File: src/rtl/if_unit_pkg.sv
// Shared fetch-stage definitions: NOP encoding, HLT opcode default, opcode field
// position and the fetch FSM state type. Also used by decode/control.
package if_unit_pkg;

    localparam logic [15:0] NOP_INSTR      = 16'h0000;
    localparam logic [3:0]  HLT_OPCODE_DEF = 4'hF;

    localparam int OPC_MSB = 15;
    localparam int OPC_LSB = 12;

    typedef enum logic [1:0] {
        RUN     = 2'd0,
        WAIT_PC = 2'd1,
        HALT    = 2'd2
    } if_state_t;

    function automatic logic [3:0] get_opcode(input logic [15:0] instr);
        return instr[OPC_MSB:OPC_LSB];
    endfunction

endpackage

File: src/rtl/if_unit_if_id_reg.sv
// IF/ID pipeline register: captures instruction, PC+1 and valid on load,
// clears to a bubble on bubble, otherwise holds.
import if_unit_pkg::*;

module if_id_reg (
    input  logic        clk,
    input  logic        rst,
    input  logic        load,
    input  logic        bubble,
    input  logic [15:0] instr_in,
    input  logic [15:0] pc_in,
    output logic [15:0] instr_out,
    output logic [15:0] pc_out,
    output logic        valid_out
);

    // bubble wins over load so a flush can never be overridden
    always_ff @(posedge clk) begin
        if (rst || bubble) begin
            instr_out <= NOP_INSTR;
            pc_out    <= 16'h0000;
            valid_out <= 1'b0;
        end else if (load) begin
            instr_out <= instr_in;
            pc_out    <= pc_in;
            valid_out <= 1'b1;
        end
    end

endmodule

File: src/rtl/if_unit.sv
// Instruction-fetch stage with IF/ID register, stall/redirect handling and HLT freeze.
// Optional IF_PERF_CNT_EN adds a saturating fetch-stall cycle counter.
import if_unit_pkg::*;

module if_unit #(
    parameter logic [15:0] RESET_PC   = 16'h0000,
    parameter logic [3:0]  HLT_OPCODE = HLT_OPCODE_DEF
) (
    input  logic        clk,
    input  logic        rst,
    input  logic        data_hazard,
    input  logic        PC_hazard,
    input  logic        PC_update,
    input  logic [15:0] PC_target,
    output logic [15:0] imem_addr,
    input  logic [15:0] imem_instr,
    output logic [15:0] instr_out,
    output logic [15:0] PC_out,
    output logic        valid_out,
`ifdef IF_PERF_CNT_EN
    output logic [15:0] fetch_stall_cnt,
`endif
    output logic        halted
);

    if_state_t   state, state_next;
    logic [15:0] pc, pc_next, pc_plus1;
    logic        id_load, id_bubble, stall_cycle;

    assign imem_addr = pc;
    assign pc_plus1  = pc + 16'd1;

    // Priority: redirect > HALT freeze > data stall > control stall > HLT > fetch
    always_comb begin
        state_next  = state;
        pc_next     = pc;
        id_load     = 1'b0;
        id_bubble   = 1'b0;
        stall_cycle = 1'b0;
        if (PC_update) begin
            pc_next    = PC_target;
            id_bubble  = 1'b1;
            state_next = RUN;
        end else if (state == HALT) begin
            id_bubble = 1'b1;
        end else if (data_hazard) begin
            stall_cycle = 1'b1;
        end else if (PC_hazard) begin
            id_bubble   = 1'b1;
            state_next  = WAIT_PC;
            stall_cycle = 1'b1;
        end else if (state == WAIT_PC) begin
            id_bubble = 1'b1;
        end else if (get_opcode(imem_instr) == HLT_OPCODE) begin
            id_load    = 1'b1;
            state_next = HALT;
        end else begin
            id_load = 1'b1;
            pc_next = pc_plus1;
        end
    end

    // halted trails the HALT state by one cycle so the HLT itself is seen valid first
    always_ff @(posedge clk) begin
        if (rst) begin
            state  <= RUN;
            pc     <= RESET_PC;
            halted <= 1'b0;
        end else begin
            state  <= state_next;
            pc     <= pc_next;
            halted <= (state == HALT) && !PC_update;
        end
    end

    if_id_reg u_if_id_reg (
        .clk       (clk),
        .rst       (rst),
        .load      (id_load),
        .bubble    (id_bubble),
        .instr_in  (imem_instr),
        .pc_in     (pc_plus1),
        .instr_out (instr_out),
        .pc_out    (PC_out),
        .valid_out (valid_out)
    );

`ifdef IF_PERF_CNT_EN
    always_ff @(posedge clk) begin
        if (rst) begin
            fetch_stall_cnt <= 16'h0000;
        end else if (stall_cycle && fetch_stall_cnt != 16'hFFFF) begin
            fetch_stall_cnt <= fetch_stall_cnt + 16'd1;
        end
    end
`else
    logic unused_stall;
    assign unused_stall = stall_cycle;
`endif

endmodule

File: config.mk
export PLATFORM = sky130hd
export DESIGN_NAME = if_unit
export DESIGN_NICKNAME = d
export VERILOG_FILES = /design/src/rtl/if_unit_pkg.sv /design/src/rtl/if_unit_if_id_reg.sv /design/src/rtl/if_unit.sv
export SDC_FILE = /design/constraint.sdc
export NUM_CORES = 1
export LEC_CHECK = 0
export ABC_AREA = 1
export ABC_CLOCK_PERIOD_IN_PS = 2200
export CAP_MARGIN = 20
export CELL_PAD_IN_SITES_DETAIL_PLACEMENT = 1
export CELL_PAD_IN_SITES_GLOBAL_PLACEMENT = 1
export CORE_ASPECT_RATIO = 0.75
export CORE_MARGIN = 1
export CORE_UTILIZATION = 33
export CTS_CLUSTER_DIAMETER = 40
export DETAILED_ROUTE_END_ITERATION = 12
export PLACE_DENSITY_LB_ADDON = 0.1
export REMOVE_ABC_BUFFERS = 1
export SYNTH_ARGS = -nofsm -noshare
export SYNTH_HDL_FRONTEND = slang
export SYNTH_SLANG_ARGS = --single-unit
File: constraint.sdc
create_clock -name clk -period 2.2 [get_ports clk]
set_input_delay 0.44 -clock clk [delete_from_list [all_inputs] [get_ports clk]]
set_output_delay 0.44 -clock clk [all_outputs]
set_load 0.02 [all_outputs]
After elaboration in Yosys (flattened, before gate mapping)
Cells that the tools add are included.
Word-level totals
  bits in registers: 52
  input bits: 37
  output and inout bits: 50
Cells by class
  add/sub/neg operators: 1
  eq/ne operators: 9
  mux-type cells: 19
  bitwise gates (word level): 2
  reductions and logical operators: 7
Operators by type and width (number)
  16-bit 2-to-1 mux: 6
  16-bit by 1-bit adder with 16-bit output (second input constant): 1
  1-bit 2-to-1 mux: 10
  2-bit inequality test (second input constant): 4
  2-bit 2-to-1 mux: 3
  5-bit AND reduction: 1
  4-bit == test (second input constant): 1
  2-bit by 1-bit inequality test with 1-bit output (second input constant): 2
  4-bit AND reduction: 1
  2-bit by 1-bit == test with 1-bit output (second input constant): 1
  2-bit == test (second input constant): 1
  1-bit NOT: 2
  2-bit nonzero test: 1
  2-bit OR reduction: 1
  1-bit logical AND: 1
  1-bit logical NOT: 1
  1-bit logical OR: 1

Logic depth before layout (Yosys ltp)
  word-level depth: 7
  mapped depth: 9

Cells and area by module
From an unflattened synthesis, not the netlist that was laid out.
Second synthesis, totals
  cell total of the unflattened synthesis: 427
  area, all modules: 2682.6 um^2
Modules (own cells, without submodules)
  if_id_reg: times used 1, cells each 205, area an instance 1360.1 um^2
  if_unit: times used 1, cells each 222, area an instance 1322.5 um^2

Worst setup path after synthesis
No wires, ideal clock.
  kind: reg-to-reg
  start point: reg pc[0] (netlist: imem_addr[0])
  end point: reg pc[6] (netlist: imem_addr[6])
  library setup time: 128 ps
  arrival: 1458 ps
  path slack: 615 ps
  stages on the path, launching flop included: 8
  path buffers: 0
  clock period less this slack: 1585 ps
  cell sequence: dfxtp_1 > ha_1 > nand3_1 > nor2_2 > xor2_1 > nor2_1 > nor2_1 > nor2_1
Between the ends
  cells in the longest elaborated chain, start to end: 7
Ends and longest elaborated chain
  start: declaration: line if_unit.sv:27  | logic [15:0] pc, pc_next, pc_plus1;
  start signal: assignment: line if_unit.sv:71  | pc <= pc_next;
  16-bit by 1-bit adder with 16-bit output: line if_unit.sv:31  | assign pc_plus1 = pc + 16'd1;
  16-bit 2-to-1 mux: line if_unit.sv:54  | end else if (get_opcode(imem_instr) == HLT_OPCODE) begin
  16-bit 2-to-1 mux: line if_unit.sv:52  | end else if (state == WAIT_PC) begin
  16-bit 2-to-1 mux: line if_unit.sv:48  | end else if (PC_hazard) begin
  16-bit 2-to-1 mux: line if_unit.sv:46  | end else if (data_hazard) begin
  16-bit 2-to-1 mux: line if_unit.sv:44  | end else if (state == HALT) begin
  16-bit 2-to-1 mux: line if_unit.sv:40  | if (PC_update) begin
No other way between the ends. The select of a mux whose other input is x is not followed.
A chain may end at the register's enable or synchronous reset.

Worst setup path after layout
  start point: reg pc[10] (netlist: imem_addr[10])
  end point: out imem_addr[10]
RTL lines
  end: declaration: line if_unit.sv:15  | output logic [15:0] imem_addr,
No word-level cell between the ends.

==> impl_metrics.yaml <==
run_status:
  status: "finished, final reports clean"
placed_design:
  dpl-instance-area_um2: 3427
  dp_slack_ps: 111.7
  portBuffers: 86
  gp_congestion: 0.8006
  hpwl_um: 5745
  dpl.cell_count: 539
cells_and_area:
  utilization: 0.5009
  fin_area_um2: 3520
  num_antenna_cells: 0
  fin_nets: 486
  multi_input_area_um2: 1215
  nFillCells: 926
  finalNonFillerCells: 547
  layout-drive-gt1-share: 0.06682
  regArea_um2: 1041
  syn_to_final_growth_pct: 42.07
worst_setup_path:
  max_stage_delay_ps: 660
  crit_fanout: 7
  path_class: "register to output port"
  cp_slowest_cell: "clkdlybuf4s50_1"
  cp.required_ps: 1760
  cp.arrival_ps: 1440
  cp_top_family: "buffers and inverters"
  endpoint_kind: "output port"
  crit_buf_inv: 1
  ff2ff_path_depth: 9
  r2r_end: "imem_addr[10]$_SDFFE_PP0P_"
  critical_path.cell_chain: "clkdlybuf4s50_1"
  start_kind: "register"
  r2r_slack_ps: 440
  timing.rr.start: "imem_addr[0]$_SDFFE_PP0P_"
timing:
  max_slew_margin: 0.7162
  hold_ws_ps: 470.4
  setup_viol: 0
  skew_ps: 4.177
  fin_crit_ps: 1876
  fin_crit_sh: 0.8527
  setup-tns-final_ps: 0
  hold_viol: 0
  tightest_slew_ps: 425.3
  worst_slack_ps: 324.0
  max_freq_mhz: 533.0
  slew_violations: 0
  rsz0062_at_grt: "no"
logic_synthesis:
  yosysWarnings: 0
  avgSynthCellArea_um2: 6.863
  synth-edff-count: 0
  ys_ff_latch: 52
  ys_types: 30
  ys_seq_area_frac: 0.4202
  syn_inst: 361
  syn_area_um2: 2477
  synthArstFlopShare: 0
  synthFlopType: "dfxtp_1"
global_route:
  gr-usage-all-layers: 0.2084
  grt_pass1_wl_um: 12830
  first_global_vias: 2641
  grt_max_degree: 25
  grt_remaining_overflow: 0
  antenna_found_initial: 0
min_path:
  min_to: "u_if_id_reg.pc_out[4]$_SDFFE_PP0P_"
  holdCritPathClass: "register to register"
  whs_path_depth: 2
  hp-start: "u_if_id_reg.pc_out[4]$_SDFFE_PP0P_"
floorplanning:
  die-area_um2: 7861
  coreArea_um2: 7027
  fp.dieW_um: 102.0
  io_pins: 87
  start_util: 0.3526
  fp-row-count: 26
  die_h_um: 77.04
clock_tree:
  clk_latency_ps: 310
  cts_buffers: 5
  clk_pin_slew_worst_paths_ps: 100
  cts_hold_buffers: 0
  cts.path.max_buffers: 2
  h-tree-depth: 2
  cts-resized-gates: 0
  cts_setup_buffers: 0
  cts.sinks: 52
  tritoncts: "done"
  root_buffer: "clkbuf_8"
power_and_ir_drop:
  combPwrFrac: 0.174
  p_seq_frac: 0.523
  swShare: 0.2821
  p_leak_nw: 1.461
  p_total_mw: 1.917
  power.density_nw_per_um2: 544.6
  power.switching_uw: 540.6
  clockPowerShare: 0.303
  irDropWorstVdd_mv: 0.2517
  internal-power_mw: 1.376
route:
  first_pass_iters: 4
  routed_via_density: 4.700
  drc_errors: 0
  drt_wl_total_um: 7718
  first_iter_violations: 92
  routed-via-count: 2571
  route.detailed.wl_per_inst_um: 14.11
  antenna_left: 0
job:
  maxCapViolCount: 0
-- cell usage after synthesis, types with 4 or more instances --
library cell	n	area, um2
buf_2	6	30.03
nand4_1	4	25.02
a21oi_1	20	100.1
dfxtp_1	52	1041
nor2_1	81	304.0
o21ai_0	34	170.2
nand3_1	14	70.07
inv_1	33	123.9
nand2_1	82	307.8
-- final cells by class --
type / instances / share of cell area
multi-input combinational: 260 / 0.3452
sequential: 52 / 0.2958
timing repair buffer: 93 / 0.2595
inverter: 36 / 0.03839
tap: 98 / 0.03484
clock buffer: 6 / 0.02346
clock inverter: 2 / 0.002844
-- flip-flops by register name, summed over array words and instances, names as in the netlist --
name                   cells
state                      2
halted                     1
u_if_id_reg.pc_out        16
u_if_id_reg.valid_out      1
u_if_id_reg.instr_out     16
imem_addr                 16
-- layout by cell type, fill, tap and decap left out --
cell type / synthesis / routed
a211oi_1: 1 / 1
a211oi_2: 2 / 2
nor2_8: 1 / 1
nand3_4: 1 / 1
clkdlybuf4s50_1: 0 / 86
o21bai_1: 1 / 1
inv_2: 3 / 3
nand2_2: 2 / 2
buf_4: 2 / 7
dfxtp_1: 52 / 52
nor2_1: 81 / 81
nand2_1: 82 / 82
nand3b_1: 1 / 1
nand3_2: 1 / 1
xor2_1: 3 / 3
o211ai_1: 1 / 1
clkbuf_8: 0 / 6
xnor2_1: 3 / 3
nand4_1: 4 / 4
nand4_2: 1 / 1
a21oi_2: 2 / 2
a21oi_1: 20 / 20
nor2_4: 1 / 1
ha_1: 1 / 1
inv_1: 33 / 33
o21ai_1: 2 / 2
o21ai_0: 34 / 34
clkinv_2: 0 / 2
nand3_1: 14 / 14
nor2_2: 1 / 1
-- power groups by stage --
stage	Combinational (mW)	Sequential, mW	Clock, mW
CTS	0.336	1.00	0.605
global route	0.365	1.01	0.635
global placement	0.325	1.02	0
floorplan	0.118	1.05	0
detailed placement	0.333	1.02	0
finish	0.333	1.00	0.582
-- logic make-up (layout without fill, tap and decap cells) --
| logic type | count (synthesis) | after routing | share of synthesized area |
|---|---|---|---|
| xor gates and xnor gates | 6 | 6 | 0.02122 |
| AOI/OAI and AO/OA | 63 | 63 | 0.1394 |
| buffers and inverters | 49 | 137 | 0.08939 |
| and+or+nand+nor | 190 | 190 | 0.3248 |
| adders and majority gates | 1 | 1 | 0.005050 |
| DFF | 52 | 52 | 0.4202 |
-- worst max path at each step --
stage	slack (ps)	cells past startpoint	startpoint	to
2_1_floorplan	570	6	data_hazard	u_if_id_reg.pc_out[11]$_SDFFE_PP0P_
3_3_place_gp	220	7	PC_update	u_if_id_reg.pc_out[7]$_SDFFE_PP0P_
6_report	320	1	imem_addr[10]$_SDFFE_PP0P_	imem_addr[10]
3_5_place_dp	110	7	PC_update	u_if_id_reg.pc_out[0]$_SDFFE_PP0P_
5_1_grt	270	1	imem_addr[13]$_SDFFE_PP0P_	imem_addr[13]
4_1_cts	310	1	imem_addr[10]$_SDFFE_PP0P_	imem_addr[10]
-- per-layer routing --
metal / global-route usage / vias to the layer above / share of wire
li1: - / 1314 / -
met3: 0.05105 / 10 / 0.048
met1: 0.2737 / 1193 / 0.49
met2: 0.3416 / 54 / 0.45
met4: 0.04714 / 0 / 0.0097
met5: 0 / - / 0
(Power assumes the default switching activity.)
